## src/rtl/keypad_pkg.sv

```systemverilog
// Shared types and helpers for the 4x4 Pmod keypad scanner.
// Map bit index is 4*col+row throughout.
package keypad_pkg;

    typedef enum logic {SCAN, EVAL} scan_state_t;

    localparam int NUM_COLS = 4;
    localparam int NUM_ROWS = 4;
    localparam int MAP_W    = NUM_COLS * NUM_ROWS;

    function automatic logic [3:0] key_lut(input logic [3:0] idx);
        logic [3:0] code;
        case (idx)
            4'd0:  code = 4'h1;
            4'd1:  code = 4'h4;
            4'd2:  code = 4'h7;
            4'd3:  code = 4'h0;
            4'd4:  code = 4'h2;
            4'd5:  code = 4'h5;
            4'd6:  code = 4'h8;
            4'd7:  code = 4'hF;
            4'd8:  code = 4'h3;
            4'd9:  code = 4'h6;
            4'd10: code = 4'h9;
            4'd11: code = 4'hE;
            4'd12: code = 4'hA;
            4'd13: code = 4'hB;
            4'd14: code = 4'hC;
            4'd15: code = 4'hD;
        endcase
        return code;
    endfunction

    function automatic logic [4:0] popcount16(input logic [15:0] map);
        logic [4:0] cnt;
        cnt = '0;
        for (int i = 0; i < 16; i++) begin
            cnt = cnt + {4'd0, map[i]};
        end
        return cnt;
    endfunction

endpackage

```

## src/rtl/keypad_frame_debounce.sv

```systemverilog
// Frame-level debounce: a key map is accepted only after it has been
// seen unchanged for DEBOUNCE_FRAMES consecutive frame comparisons.
module keypad_frame_debounce
    import keypad_pkg::*;
#(
    parameter int DEBOUNCE_FRAMES = 4
) (
    input  logic             clock_100Mhz,
    input  logic             reset,
    input  logic             sample,
    input  logic [1:0]       col,
    input  logic [3:0]       rows,
    input  logic             eval,
    output logic [MAP_W-1:0] map,
    output logic [MAP_W-1:0] map_next,
    output logic             accept
);

    localparam int CW = $clog2(DEBOUNCE_FRAMES + 1);
    localparam logic [CW-1:0] FULL = CW'(DEBOUNCE_FRAMES);

    logic [MAP_W-1:0] raw_map;
    logic [MAP_W-1:0] prev_map;
    logic [CW-1:0]    stable;
    logic [CW-1:0]    stable_next;

    always_comb begin
        stable_next = stable;
        if (raw_map != prev_map) begin
            stable_next = '0;
        end else if (stable != FULL) begin
            stable_next = stable + 1'b1;
        end
        accept   = eval && (stable_next == FULL);
        map_next = accept ? raw_map : map;
    end

    always_ff @(posedge clock_100Mhz) begin
        if (reset) begin
            raw_map  <= '0;
            prev_map <= '0;
            map      <= '0;
            stable   <= '0;
        end else begin
            if (sample) begin
                raw_map[{col, 2'b00} +: 4] <= rows;
            end
            if (eval) begin
                stable   <= stable_next;
                prev_map <= raw_map;
                map      <= map_next;
            end
        end
    end

endmodule

```

## src/rtl/pmod_keypad_scanner.sv

```systemverilog
// Column-multiplexed 4x4 keypad scanner with frame debounce, one-cycle
// key events and a four-digit history word for the display block.
module pmod_keypad_scanner
    import keypad_pkg::*;
#(
    parameter int SCAN_TICKS      = 100000,
    parameter int DEBOUNCE_FRAMES = 4
) (
    input  logic        clock_100Mhz,
    input  logic        reset,
    input  logic [3:0]  row_n,
    output logic [3:0]  col_n,
    output logic        key_valid,
    output logic [3:0]  key_code,
    output logic        key_held,
    output logic        key_multi,
    output logic [15:0] digits
);

    localparam int DW = $clog2(SCAN_TICKS);
    localparam logic [DW-1:0] LAST = DW'(SCAN_TICKS - 1);
    localparam logic [1:0] LAST_COL = 2'(NUM_COLS - 1);

    scan_state_t state, state_next;
    logic [1:0]  col, col_next;
    logic [DW-1:0] dwell, dwell_next;
    logic        sample, eval;

    logic [3:0] row_meta, row_sync;
    logic [MAP_W-1:0] map, map_next;
    logic       accept;
    logic [4:0] new_pc, old_pc;
    logic [3:0] hit_idx, hit_code;

    always_ff @(posedge clock_100Mhz) begin
        if (reset) begin
            row_meta <= '1;
            row_sync <= '1;
        end else begin
            row_meta <= row_n;
            row_sync <= row_meta;
        end
    end

    always_ff @(posedge clock_100Mhz) begin
        if (reset) begin
            state <= SCAN;
            col   <= '0;
            dwell <= '0;
        end else begin
            state <= state_next;
            col   <= col_next;
            dwell <= dwell_next;
        end
    end

    always_comb begin
        state_next = state;
        col_next   = col;
        dwell_next = dwell;
        sample     = 1'b0;
        eval       = 1'b0;
        col_n      = 4'b1111;
        unique case (state)
            SCAN: begin
                col_n = ~(4'b0001 << col);
                if (dwell == LAST) begin
                    sample     = 1'b1;
                    dwell_next = '0;
                    col_next   = col + 2'd1;
                    if (col == LAST_COL) begin
                        state_next = EVAL;
                    end
                end else begin
                    dwell_next = dwell + 1'b1;
                end
            end
            EVAL: begin
                eval       = 1'b1;
                col_next   = '0;
                state_next = SCAN;
            end
        endcase
    end

    keypad_frame_debounce #(
        .DEBOUNCE_FRAMES(DEBOUNCE_FRAMES)
    ) u_debounce (
        .clock_100Mhz(clock_100Mhz),
        .reset       (reset),
        .sample      (sample),
        .col         (col),
        .rows        (~row_sync),
        .eval        (eval),
        .map         (map),
        .map_next    (map_next),
        .accept      (accept)
    );

    // The accept strobe only matters through map_next; events compare maps.
    always_comb begin
        hit_idx = '0;
        for (int i = 0; i < MAP_W; i++) begin
            if (map_next[i]) hit_idx = 4'(i);
        end
        hit_code = key_lut(hit_idx);
        new_pc   = popcount16(map_next);
        old_pc   = popcount16(map);
    end

    always_ff @(posedge clock_100Mhz) begin
        if (reset) begin
            key_valid <= 1'b0;
            key_code  <= '0;
            key_held  <= 1'b0;
            key_multi <= 1'b0;
            digits    <= '0;
        end else begin
            key_valid <= 1'b0;
            if (eval) begin
                key_held  <= (new_pc == 5'd1);
                key_multi <= (new_pc >= 5'd2);
                if (accept && new_pc == 5'd1 && old_pc == 5'd0) begin
                    key_valid <= 1'b1;
                    key_code  <= hit_code;
                    digits    <= {digits[11:0], hit_code};
                end
            end
        end
    end

endmodule

```

## config.mk

```make
export PLATFORM = sky130hd
export DESIGN_NAME = pmod_keypad_scanner
export DESIGN_NICKNAME = d
export VERILOG_FILES = /design/src/rtl/keypad_pkg.sv /design/src/rtl/keypad_frame_debounce.sv /design/src/rtl/pmod_keypad_scanner.sv
export SDC_FILE = /design/constraint.sdc
export NUM_CORES = 1
export LEC_CHECK = 0
export ABC_CLOCK_PERIOD_IN_PS = 13800
export CAP_MARGIN = 15
export CORE_AREA = 2 2 132 96
export DETAILED_ROUTE_END_ITERATION = 10
export DIE_AREA = 0 0 134 98
export MAX_ROUTING_LAYER = met4
export PLACE_DENSITY = 0.63
export REMOVE_ABC_BUFFERS = 1
export SLEW_MARGIN = 20
export SYNTH_ARGS = -nofsm -noshare
export SYNTH_HDL_FRONTEND = slang
export SYNTH_SLANG_ARGS = --single-unit
```

## constraint.sdc

```tcl
create_clock -name clock_100Mhz -period 13.8 [get_ports clock_100Mhz]
set_clock_uncertainty 0.15 [all_clocks]
set_input_delay 1.38 -clock clock_100Mhz [delete_from_list [all_inputs] [get_ports clock_100Mhz]]
set_output_delay 1.38 -clock clock_100Mhz [all_outputs]
set_load 0.02 [all_outputs]
```

==> results.sh <==
export IMPL_synth_top_family_by_area="simple AND/OR/NAND/NOR gates"
export IMPL_synthArstFlopShare=0
export IMPL_critPathMaxStageDelay_ns=0.55
export IMPL_path_buf_inv=2
export IMPL_fin_ws_ns=6.12
export IMPL_vias=4010
export IMPL_clock_sinks=98
export IMPL_placed_cells=762
export IMPL_cp_required_ns=13.94
export IMPL_status="complete, no violations"
export IMPL_cts_resized=0
export IMPL_slowest_stage="fa_1"
export IMPL_synth_mux_area_frac=0.0879
export IMPL_grt_pass1_vias=3835
export IMPL_hold_path_class="reg -> reg"
export IMPL_crit_fanout=35
export IMPL_die_height_um=98
export IMPL_avgSynthCellArea_um2=8.81
export IMPL_rsz0062_at_grt="no"
export IMPL_syn_instance_count=593
export IMPL_fp_dieW_um=134
export IMPL_power_density_mw_per_mm2=91.0
export IMPL_cts_tree="built"
export IMPL_drv_cap=0
export IMPL_cts_setup_buffers=0
export IMPL_synth_seq_cells=98
export IMPL_period_needed_ns=7.68
export IMPL_fp_row_count=34
export IMPL_cts_hold_fix_buffers=0
export IMPL_core_mm2=0.0120
export IMPL_numPortBuffers=32
export IMPL_ys_warn_count=0
export IMPL_utilization=0.495
export IMPL_cp_top_family="adder cells"
export IMPL_grt_pass1_wl_um=19600
export IMPL_io_pins=33
export IMPL_critPathLaunchType="flop"
export IMPL_synth_seq_area_share=0.376
export IMPL_tightest_slew_ns=0.857
export IMPL_synth_compound_area_frac=0.0743
export IMPL_overflow=0
export IMPL_worstSetupEndpointType="flop"
export IMPL_synth_main_ff_cell="dfxtp_1"
export IMPL_synthesis_area_mm2=0.00522
export IMPL_cts_root_buf="clkbuf_16"
export IMPL_wl_per_cell_um=14.9
export IMPL_layout_commonest_cell="dfxtp_1"
export IMPL_dieArea_mm2=0.0131
export IMPL_antenna_found_initial=0
export IMPL_synth_edf_count=0
export IMPL_grt_max_degree=87
export IMPL_dp_slack_ns=6.22
export IMPL_n_antenna_cell=0
export IMPL_layout_drive_gt1_share=0.0666
export IMPL_clk_latency_ns=0.35
export IMPL_start_util=0.437
export IMPL_post_route_period_util=0.556
export IMPL_cp_common_cell="fa_1"
export IMPL_synth_xor_area_frac=0.0503
export IMPL_gp_congestion=0.886
export IMPL_dp_hpwl_um=8380
export IMPL_crit_chain="inv_1 -> ha_1 -> and3b_1 -> a311oi_2 -> nor3b_1 -> nand2_4 -> mux2i_1 -> fa_1 -> fa_1 -> fa_1 -> fa_1 -> inv_1 -> ha_1 -> fa_1 -> or2_0 -> a2111oi_1 -> and3_1 -> nand3_1 -> nor2_1 -> or4b_1 -> nand3_1"
export IMPL_slew_viol_final=0
export IMPL_p_leak_nw=2.31
export IMPL_stdcell_count=778
export IMPL_ant_nets=0
export IMPL_synthAdderAreaFrac=0.127
export IMPL_nets=658
export IMPL_cts_made_buffers=9
export IMPL_postRouteWirelength_um=11600
export IMPL_clockBufferDepth=2
export IMPL_hold_violations=0
export IMPL_routed_via_density=5.15
export IMPL_first_pass_iters=5
export IMPL_relSlewSlack=0.429
export IMPL_htreeDepth=3
export IMPL_synth_simple_area_share=0.236
export IMPL_drc=0
export IMPL_grt_usage=0.194
export IMPL_fmax_mhz=130
export IMPL_area_growth_pct=13.2
export IMPL_synth_cell_types=52
export IMPL_fin_tns_setup_ns=0
export IMPL_initialDrtViolationCount=212
export IMPL_clkSlewWorstSetupHoldPaths_ns=0.07
export IMPL_ir_drop_uv=77.5
export IMPL_layout_common_cells="dfxtp_1, nor2_1, nand2_1"
export IMPL_setup_viol=0
export IMPL_crit_type="reg -> reg"
export IMPL_arrival_ns=7.82
==> metal layers <==
layer	wire length, µm	track usage	vias to the layer above	part of all wire
met5	0	-	-	0
met4	118	0.0565	0	0.010
met3	607	0.0431	12	0.052
met2	4730	0.271	104	0.41
met1	6180	0.280	1883	0.53
li1	-	-	2011	-
==> metrics by stage <==
step | cell area [µm²] | total power [mW] | hold WS, ns
6_report | 5910 | 0.538 | 0.258
5_1_grt | 5910 | 0.555 | 0.276
4_1_cts | 5910 | 0.544 | 0.260
3_5_place_dp | 5630 | 0.302 | 0.243
3_3_place_gp | 5630 | 0.302 | 0.245
2_1_floorplan | 5100 | 0.295 | 0.239
==> where the power goes <==
part / internal, mW / leakage [nW] / total [mW] / switching (mW)
combinational: 0.00346 / 1.38 / 0.00919 / 0.00573
sequential: 0.284 / 0.792 / 0.286 / 0.00152
clock: 0.126 / 0.142 / 0.243 / 0.118
total: 0.413 / 2.31 / 0.538 / 0.125
==> worst paths after layout <==
| kind | depth (start not counted) | end | from | slack (ns) |
|---|---|---|---|---|
| worst min-delay path | 1 | row_sync[1] | row_meta[1] | 0.26 |
| worst max register to register | 21 | key_code[0] | u_debounce.stable[0] | 6.12 |
| worst max-delay path | 21 | key_code[0] | u_debounce.stable[0] | 6.12 |
| worst min register to register | 1 | row_sync[1] | row_meta[1] | 0.26 |
==> registers in the layout, indices dropped and copies added, names as in the netlist <==
name and cells:
key_multi 1, key_held 1, digits 13, u_debounce.prev_map 16, u_debounce.raw_map 16, key_valid 1
u_debounce.stable 3, key_code 3, row_sync 4, col 2, u_debounce.map 16, dwell 17
state 1, row_meta 4
==> logic make-up after synthesis <==
group                    count (synthesis)
AND/OR/NAND/NOR                        253
flip-flops                              98
multiplexers                            44
XOR/XNOR                                30
adder cells (fa/ha/maj)                 41
AO/OA/AOI/OAI                           65
buffers and inverters                   62
==> cell type report <==
cell class                      count  area, µm²
Multi-Input combinational cell    433       3010
Clock inverter                      7       57.6
Clock buffer                        9        225
Inverter                           35        131
Tap cell                          162        203
Timing Repair Buffer               34        330
Fill cell                        1080       6040
Sequential cell                    98       1960
==> cell usage after synthesis (5+ instances only) <==
cell type	count	area share
xor2_1	8	0.013
a21oi_1	44	0.042
mux2i_1	32	0.061
buf_2	6	0.0058
or3_1	5	0.0060
mux2_1	6	0.013
nand3_1	14	0.013
fa_1	20	0.077
nor2_1	97	0.070
nor2b_1	8	0.0096
nand2b_1	9	0.011
nor3_1	21	0.020
ha_1	21	0.050
inv_1	35	0.025
nand4_1	8	0.0096
dfxtp_1	98	0.38
xnor2_1	22	0.037
clkbuf_1	16	0.012
mux2_2	5	0.011
or2_2	11	0.013
nand2_1	54	0.039
(Power assumes the default switching activity.)
